--- src/rtl/tx_fifo_drain_ctrl.sv ---
`default_nettype none
// ============================================================================
// Module   : tx_fifo_drain_ctrl
// Purpose  : Drains a fixed number of words from a TX FIFO and hands them, one
//            at a time, to a QSPI shifter over a valid/ready pair. Each word
//            takes FETCH (pop) -> LOAD (capture) -> HOLD (handshake). Stalls
//            on an empty FIFO are bounded by STALL_LIMIT, after which the
//            transfer ends with an underrun pulse.
// Ports    : clk, rst_n        - clock, asynchronous active-low reset
//            start, xfer_len   - transfer request and word count (IDLE only)
//            abort             - drop the current transfer
//            fifo_empty        - FIFO empty flag
//            fifo_rd_data      - FIFO data, valid the cycle after fifo_rd_en
//            fifo_rd_en        - FIFO pop strobe
//            out_data/out_valid/out_ready - word handshake to the shifter
//            busy              - controller not in IDLE
//            done, underrun    - single-cycle completion / stall-timeout pulses
// Revision : 1.0 - initial release
// ============================================================================
module tx_fifo_drain_ctrl #(
  parameter int DATA_WIDTH  = 32,
  parameter int LEN_WIDTH   = 16,
  parameter int STALL_LIMIT = 255
) (
  input  logic                  clk,
  input  logic                  rst_n,
  input  logic                  start,
  input  logic [LEN_WIDTH-1:0]  xfer_len,
  input  logic                  abort,
  input  logic                  fifo_empty,
  input  logic [DATA_WIDTH-1:0] fifo_rd_data,
  output logic                  fifo_rd_en,
  output logic [DATA_WIDTH-1:0] out_data,
  output logic                  out_valid,
  input  logic                  out_ready,
  output logic                  busy,
  output logic                  done,
  output logic                  underrun
);

  // The stall counter only has to reach STALL_LIMIT-1.
  localparam int                   C_STALL_W    = (STALL_LIMIT > 1) ? $clog2(STALL_LIMIT) : 1;
  localparam logic [C_STALL_W-1:0] C_STALL_LAST = C_STALL_W'(STALL_LIMIT - 1);
  localparam logic [C_STALL_W-1:0] C_STALL_ONE  = C_STALL_W'(1);
  localparam logic [LEN_WIDTH-1:0] C_LEN_ONE    = LEN_WIDTH'(1);

  typedef enum logic [2:0] {
    S_IDLE  = 3'd0,
    S_FETCH = 3'd1,
    S_LOAD  = 3'd2,
    S_HOLD  = 3'd3,
    S_DONE  = 3'd4
  } state_t;

  state_t                  state_q;
  logic [LEN_WIDTH-1:0]    remaining_q;
  logic [C_STALL_W-1:0]    stall_cnt_q;
  logic [DATA_WIDTH-1:0]   out_data_q;
  logic                    out_valid_q;
  logic                    done_q;
  logic                    underrun_q;

  // Pop only while fetching and only when a word exists; FETCH lasts exactly
  // one cycle once the FIFO is non-empty, so each word is popped once.
  assign fifo_rd_en = (state_q == S_FETCH) && !fifo_empty;
  assign busy       = (state_q != S_IDLE);
  assign out_data   = out_data_q;
  assign out_valid  = out_valid_q;
  assign done       = done_q;
  assign underrun   = underrun_q;

  always_ff @(posedge clk or negedge rst_n) begin
    if (!rst_n) begin
      state_q     <= S_IDLE;
      remaining_q <= '0;
      stall_cnt_q <= '0;
      out_data_q  <= '0;
      out_valid_q <= 1'b0;
      done_q      <= 1'b0;
      underrun_q  <= 1'b0;
    end else begin
      // Status pulses default low so each lasts a single cycle.
      done_q     <= 1'b0;
      underrun_q <= 1'b0;

      case (state_q)
        S_IDLE: begin
          if (start) begin
            remaining_q <= xfer_len;
            stall_cnt_q <= '0;
            state_q     <= (xfer_len == '0) ? S_DONE : S_FETCH;
          end
        end

        S_FETCH: begin
          if (abort) begin
            out_valid_q <= 1'b0;
            remaining_q <= '0;
            stall_cnt_q <= '0;
            state_q     <= S_IDLE;
          end else if (!fifo_empty) begin
            stall_cnt_q <= '0;
            state_q     <= S_LOAD;
          end else if (stall_cnt_q == C_STALL_LAST) begin
            stall_cnt_q <= '0;
            remaining_q <= '0;
            underrun_q  <= 1'b1;
            state_q     <= S_IDLE;
          end else begin
            stall_cnt_q <= stall_cnt_q + C_STALL_ONE;
          end
        end

        S_LOAD: begin
          if (abort) begin
            // The word popped in FETCH is dropped here.
            out_valid_q <= 1'b0;
            remaining_q <= '0;
            state_q     <= S_IDLE;
          end else begin
            out_data_q  <= fifo_rd_data;
            out_valid_q <= 1'b1;
            state_q     <= S_HOLD;
          end
        end

        S_HOLD: begin
          if (abort) begin
            out_valid_q <= 1'b0;
            remaining_q <= '0;
            state_q     <= S_IDLE;
          end else if (out_ready) begin
            out_valid_q <= 1'b0;
            if (remaining_q != '0) begin
              remaining_q <= remaining_q - C_LEN_ONE;
            end
            // remaining_q cannot be 0 here in normal flow; treating it as the
            // last word keeps the counter from ever wrapping.
            state_q <= (remaining_q <= C_LEN_ONE) ? S_DONE : S_FETCH;
          end
        end

        S_DONE: begin
          done_q  <= 1'b1;
          state_q <= S_IDLE;
        end

        default: begin
          out_valid_q <= 1'b0;
          state_q     <= S_IDLE;
        end
      endcase
    end
  end

endmodule
`default_nettype wire

--- config.mk ---
export PLATFORM = sky130hd
export DESIGN_NAME = tx_fifo_drain_ctrl
export DESIGN_NICKNAME = d
export VERILOG_FILES = /design/src/rtl/tx_fifo_drain_ctrl.sv
export SDC_FILE = /design/constraint.sdc
export NUM_CORES = 1
export LEC_CHECK = 0
export ABC_CLOCK_PERIOD_IN_PS = 1750
export CAP_MARGIN = 20
export CORE_AREA = 10 10 102 95
export CTS_CLUSTER_DIAMETER = 40
export DETAILED_ROUTE_END_ITERATION = 8
export DIE_AREA = 0 0 112 105
export GPL_ROUTABILITY_DRIVEN = 0
export PLACE_DENSITY = 0.73
export RECOVER_POWER = 100
export SLEW_MARGIN = 20
export SYNTH_ARGS = -nofsm -noshare
export SYNTH_HDL_FRONTEND = slang
export SYNTH_SLANG_ARGS = --single-unit
--- constraint.sdc ---
create_clock -name clk -period 1.75 [get_ports clk]
set_input_delay 0.175 -clock clk [delete_from_list [all_inputs] [get_ports clk]]
set_output_delay 0.175 -clock clk [all_outputs]
set_load 0.02 [all_outputs]
==> metrics.cfg, run 1 <==
[timing]
setup_slack_ns=0.003217
relSlewSlack_pct=43.28
finalMaxSlewViolations=0
rsz0062_at_grt=yes
layout_worst_path_cycle_share_pct=99.82
finalSetupViolCount=0
worst_slew_pin_slew_ns=0.8508
skew_ns=0.01455
finalHoldViolCount=0
fmax_ghz=0.5725
period_needed_ns=1.747

[yosys]
avgSynthCellArea_sq_um=10.96
syn_area_sq_mm=0.003179
ys_types=54
yosys_warnings=0
ys_seq_area_share_pct=48.80
synth_edf_count=0
synth-seq-cells=62
synthCells=290
syn_nets=348
async_flop_share_pct=100.0
synth_flop_cell=dfrtp_1

[setup_path]
crit_type=reg2reg
cp-start-kind=flop
crit_chain=buf_6, buf_4, and4bb_1, nand2_2, nor2_4, or2_4, buf_12, o21ai_4
max_stage_delay_ns=0.44
reg2reg_depth=8
critical_path.startpoint=state_q[1]$_DFFE_PN0P_
r2r_slack_ns=0.003
cp-end-kind=flop
r2r_end=remaining_q[4]$_DFFE_PN0P_
crit_slowest_cell=dfrtp_2
worstSetupEndpoint=remaining_q[4]$_DFFE_PN0P_
critPathArrivalTime_ns=2.01
r2r-start=state_q[1]$_DFFE_PN0P_
critPathMaxFanout=9
crit_required_ns=2.01

[clock_tree]
clock_latency_ns=0.35
clkSinkCount=62
clk_pin_slew_ns=0.08
cts_buffer_depth=2
root_buffer=clkbuf_8
cts_buffers=9
tritoncts=yes
htree_levels=3

[power]
cellLeakagePower_nw=2.147
p_per_area_mw_per_mm2=1629
peakVddDrop_mv=0.8088

[run]
drv_cap=0

[grt]
grt_pass1_vias=3040
overflow=0
use_met3_pct=4.345
met1_usage_pct=18.69
grt_usage_pct=15.78
top_usage_layer=met2
grtUsageMet2_pct=25.99
grt_max_degree=63
antenna_found_initial=0
grt_first_pass_wirelength_mm=15.43

[place]
dpl.hpwl_mm=6.926
dp_slack_ns=-0.2370
place_area_sq_mm=0.004631
numPortBuffers=90

[hold_path]
min_path_type=in2reg

[detailed_routing]
routed-via-count=2925
wl_per_cell_um=17.47
ant_nets=0
wl_mm=9.538
drc=0
drt_iter0_drc=275
avgViaCountPerCell=5.357
drt_pre_antenna_iters=5

[layout]
n_fill_cell=598
diodes=0
seq_area_sq_mm=0.001555
fin_area_sq_mm=0.005022
drive_gt1_share_pct=36.44
syn_to_final_growth_pct=57.97
layout.nets=504
utilization_pct=67.24
multiInputGateArea_sq_mm=0.001658

[floorplan]
rows=30
pin_count=91
die_area_sq_mm=0.01176
coreArea_sq_mm=0.007470
die_h_um=105
die_w_um=112
initial_utilization_pct=42.56

[outcome]
status=completed

-- cells in the final DEF, fill, tap and decap left out, types with 5 or more instances in the layout --
cell type and n:
a21oi_1 15, mux2i_1 5, nor3_1 7, nor4_1 5
clkdlybuf4s50_1 52, dlygate4sd3_1 36, o21ai_1 6, a22oi_1 6
clkbuf_8 10, o21ai_2 11, dfrtp_1 59, nor2_1 24
mux2_2 32, o21ai_0 16, buf_4 61, nand2_1 15
nand3_1 6
-- synthesized netlist by cell type, drive strengths merged (2+ instances only) --
| cell | instances | area, sq um |
|---|---|---|
| nand2 | 17 | 66.32 |
| clkbuf | 3 | 11.26 |
| nor2 | 27 | 108.9 |
| o21ai | 34 | 204.0 |
| nor4b | 2 | 32.53 |
| a2bb2oi | 2 | 17.52 |
| mux2 | 32 | 360.4 |
| a31oi | 4 | 25.02 |
| a21oi | 16 | 80.08 |
| o211ai | 2 | 15.01 |
| a22oi | 6 | 45.04 |
| nor3 | 9 | 50.05 |
| mux2i | 5 | 50.05 |
| inv | 7 | 26.28 |
| nor4 | 8 | 71.32 |
| buf | 10 | 77.56 |
| nand3 | 9 | 50.05 |
| nor3b | 3 | 27.52 |
| or3 | 4 | 25.02 |
| dfrtp | 62 | 1551 |
| o31ai | 4 | 30.03 |
| nand4 | 3 | 33.78 |
| ha | 4 | 50.05 |
-- per-layer routing --
| layer | wire [um] | share of wire, % |
|---|---|---|
| met1 | 4090 | 43 |
| met4 | 216 | 2.3 |
| met3 | 659 | 6.9 |
| met5 | 0 | 0 |
| met2 | 4572 | 48 |
-- repair_timing --
| action | CTS | global route |
|---|---|---|
| pin swaps | 7 | 5 |
| setup endpoints to repair | 20 | 56 |
| hold endpoints to repair | 62 | 0 |
| resized for setup | 21 | 20 |
| hold buffers | 1 | 0 |
| setup buffers | 4 | 1 |
-- worst min-delay path by stage --
stage               cells past startpoint                         end  slack [ns]              from
floorplan                               0              done$_DFF_PN0_       -0.12             rst_n
global placement                        2              done$_DFF_PN0_        0.21             rst_n
detailed placement                      2  stall_cnt_q[0]$_DFFE_PN0P_        0.21             rst_n
CTS                                     3  stall_cnt_q[0]$_DFFE_PN0P_        0.37             rst_n
global route                            2    out_data[19]$_DFFE_PN0P_        0.44  fifo_rd_data[19]
finish                                  2    out_data[23]$_DFFE_PN0P_        0.44  fifo_rd_data[23]
-- layout make-up --
| type | count | area share (%) |
|---|---|---|
| clock buffer | 11 | 2.815 |
| clock inverter | 4 | 1.893 |
| inverter | 7 | 0.5232 |
| multi-input combinational | 208 | 33.01 |
| sequential | 62 | 30.97 |
| tap | 96 | 2.392 |
| timing repair buffer | 158 | 28.40 |
-- stage by stage --
step                 TNS [ns]  total power [mW]  hold slack, ns  cells
floorplan           -0.006914             4.583         -0.1206    290
global placement       -6.538             6.386          0.2098    525
detailed placement     -9.207             6.513          0.2132    525
CTS                         0             8.220          0.3717    545
global route           -1.871             8.657          0.4360    546
finish                      0             8.183          0.4364    546
-- cells by family (layout without fill, tap and decap cells) --
kind of cell / after synthesis / in the layout / share of synthesized area, %
DFF: 62 / 62 / 48.80
muxes: 37 / 37 / 12.91
adders and majority gates: 4 / 4 / 1.574
buffers and inverters: 20 / 180 / 3.620
and+or+nand+nor: 89 / 89 / 16.29
AOI/OAI and AO/OA: 78 / 78 / 16.80
-- registers in the layout (all words and copies together) (netlist names) --
| register | flops |
|---|---|
| out_data | 32 |
| remaining_q | 16 |
| stall_cnt_q | 8 |
| state_q | 3 |
| done | 1 |
| out_valid | 1 |
| underrun | 1 |
-- power by group --
part	internal (mW)	leakage [nW]	switching [mW]
sequential	1.99	0.783	0.362
clock	0.976	0.119	0.566
combinational	2.12	1.24	2.17
total	5.09	2.15	3.10
-- worst max-delay path: cells and delay by family (launching register included) --
kind / cells / cell delay, ns
AND/OR/NAND/NOR: 4 / 0.66
flip-flops: 1 / 0.44
buffers and inverters: 3 / 0.43
AO/OA/AOI/OAI: 1 / 0.15
Note: power is estimated with default switching activity, not from simulation.
==> inputs of run 2 (changes only) <==
--- a/config.mk
+++ b/config.mk
@@ -7,12 +7,14 @@
 export LEC_CHECK = 0
 export ABC_CLOCK_PERIOD_IN_PS = 1750
 export CAP_MARGIN = 20
-export CORE_AREA = 10 10 102 95
+export CELL_PAD_IN_SITES_DETAIL_PLACEMENT = 2
+export CELL_PAD_IN_SITES_GLOBAL_PLACEMENT = 2
+export CORE_AREA = 10 10 126 116
 export CTS_CLUSTER_DIAMETER = 40
 export DETAILED_ROUTE_END_ITERATION = 8
-export DIE_AREA = 0 0 112 105
+export DIE_AREA = 0 0 136 126
 export GPL_ROUTABILITY_DRIVEN = 0
-export PLACE_DENSITY = 0.73
+export PLACE_DENSITY = 0.74
 export RECOVER_POWER = 100
 export SLEW_MARGIN = 20
 export SYNTH_ARGS = -nofsm -noshare
==> run 2 against run 1 <==
The run now ends with negative setup slack left. Register-to-register slack worse by 0.12 ns. Largest cell class unchanged. Maximum frequency is 6.6% lower. Clock skew is 0.0028 ns lower.
==> metrics.cfg, run 2 (synthesized netlist as in run 1, its figures left out) <==
[outcome]
status=finished, violations left
violations=negative setup slack

[power]
peakVddDrop_mv=0.5268
cellLeakagePower_nw=2.333
p_per_area_mw_per_mm2=1643
power_mw=8.985

[layout]
drive_gt1_share_pct=42.49
syn_to_final_growth_pct=71.98
final_cell_mix=77 x buf_4, 59 x dfrtp_1, 52 x clkdlybuf4s50_1, 36 x dlygate4sd3_1, 32 x mux2_2
seq_area_sq_mm=0.001555
fin_area_sq_mm=0.005468
n_fill_cell=1226
layout.nets=527
final_common_cell=buf_4
multiInputGateArea_sq_mm=0.001744
diodes=0
largest_register_ffs=32

[setup_path]
critPathMaxFanout=7
critPathArrivalTime_ns=2.13
crit_type=reg2reg
cp_top_family=simple AND/OR/NAND/NOR gates
max_stage_delay_ns=0.49
cp-start-kind=flop
crit_required_ns=2.01
crit_slowest_cell=dfrtp_1
crit_chain=nor2_1, nand3_2, buf_4, a31oi_1, o21ai_0, o21ai_2
cp-end-kind=flop
cp_num_buf_inv=1

[clock_tree]
cts_buffers=9
cts_buffer_depth=2
clkSinkCount=62
tritoncts=yes
clock_latency_ns=0.34
root_buffer=clkbuf_16
clk_pin_slew_ns=0.06
htree_levels=3

[detailed_routing]
ant_nets=0
wl_per_cell_um=23.26
drc=0
drt_pre_antenna_iters=4
drt_iter0_drc=135
routed-via-count=3144
wl_mm=14.72
avgViaCountPerCell=4.967

[place]
numPortBuffers=90
dpl.hpwl_mm=9.135
place_area_sq_mm=0.004793

[floorplan]
coreArea_sq_mm=0.01193
die_w_um=136
die_h_um=126
pin_count=91
rows=38
die_area_sq_mm=0.01714
initial_utilization_pct=26.64

[grt]
grt_max_degree=63
grt_first_pass_wirelength_mm=20.69
antenna_found_initial=0
grt_pass1_vias=3570
overflow=0
grt_usage_pct=15.42

[timing]
setup_tns_ns=-2.634
worst_slew_pin_slew_ns=0.9097
rsz0062_at_grt=yes
period_needed_ns=1.870
finalHoldViolCount=0
skew_ns=0.01175
hold_ws_ns=0.4511
relSlewSlack_pct=39.35
finalMaxSlewViolations=0
layout_worst_path_cycle_share_pct=106.9
setup_slack_ns=-0.1203
finalSetupViolCount=56
fmax_ghz=0.5347

[run]
drv_cap=0

[hold_path]
min_path_type=in2reg

==> run 2: cell count changes in the layout (fill, tap and decap cells not counted), moves of 3 or more <==
cell	before	now
buf_4	61	77
clkbuf_16	0	10
o21ai_0	16	12
nor3_1	7	4
buf_6	4	8
o21ai_2	11	14
clkbuf_8	10	1
==> run 2: layout make-up <==
| class | count | area share (%) |
|---|---|---|
| clock buffer | 11 | 4.439 |
| clock inverter | 4 | 0.8696 |
| inverter | 7 | 0.4805 |
| multi-input combinational | 208 | 31.90 |
| sequential | 62 | 28.44 |
| tap | 160 | 3.661 |
| timing repair buffer | 181 | 30.21 |
==> run 2: final timing paths <==
kind / to / from / slack [ns] / cells past startpoint
min in group asynchronous: remaining_q[2]$_DFFE_PN0P_ / rst_n / 0.59 / 3
setup reg to reg: remaining_q[10]$_DFFE_PN0P_ / state_q[2]$_DFFE_PN0P_ / -0.12 / 6
hold / removal: out_data[13]$_DFFE_PN0P_ / fifo_rd_data[13] / 0.45 / 2
max in group asynchronous: remaining_q[7]$_DFFE_PN0P_ / rst_n / 0.51 / 3
hold reg to reg: out_data[25]$_DFFE_PN0P_ / out_data[25]$_DFFE_PN0P_ / 0.50 / 1
setup / recovery: remaining_q[10]$_DFFE_PN0P_ / state_q[2]$_DFFE_PN0P_ / -0.12 / 6
==> run 2: routing by layer <==
metal / GRT usage (%) / vias up / share of wire, % / wire length [um]
met2: 26.51 / 91 / 51 / 7569
met3: 4.134 / 9 / 4.4 / 644
li1: - / 1436 / - / -
met5: 0 / - / 0 / 0
met1: 18.53 / 1608 / 43 / 6383
met4: 4.008 / 0 / 0.85 / 125
==> run 2: what timing repair did <==
action,4_1_cts,5_1_grt
cloned,0,1
buffers inserted,10,6
hold buffers,1,0
endpoints found under the hold margin,62,0
pin swaps,16,16
setup endpoints to repair,56,41
resized for setup,38,37
==> run 2: worst register-to-register path, delay by kind of cell, from the launching register on <==
| kind | cells | cell delay (ns) |
|---|---|---|
| AO/OA/AOI/OAI | 3 | 0.47 |
| flip-flops | 1 | 0.49 |
| AND/OR/NAND/NOR | 2 | 0.61 |
| buffers and inverters | 1 | 0.23 |
==> run 2: where the power goes <==
group	total (mW)	internal, mW	leakage, nW	switching [mW]
Clock	1.82	1.13	0.141	0.687
Sequential	2.44	1.99	0.783	0.451
Combinational	4.73	2.25	1.41	2.47
Total	8.99	5.37	2.33	3.61
==> run 2: per-stage QoR <==
stage / cells / util (%) / worst slack (ns)
finish: 633 / 45.82 / -0.1203
floorplan: 290 / - / -0.002691
CTS: 626 / 44.40 / -0.05671
detailed placement: 600 / 40.17 / -0.2599
global route: 633 / 45.82 / -0.1901
global placement: 600 / 40.17 / -0.2012
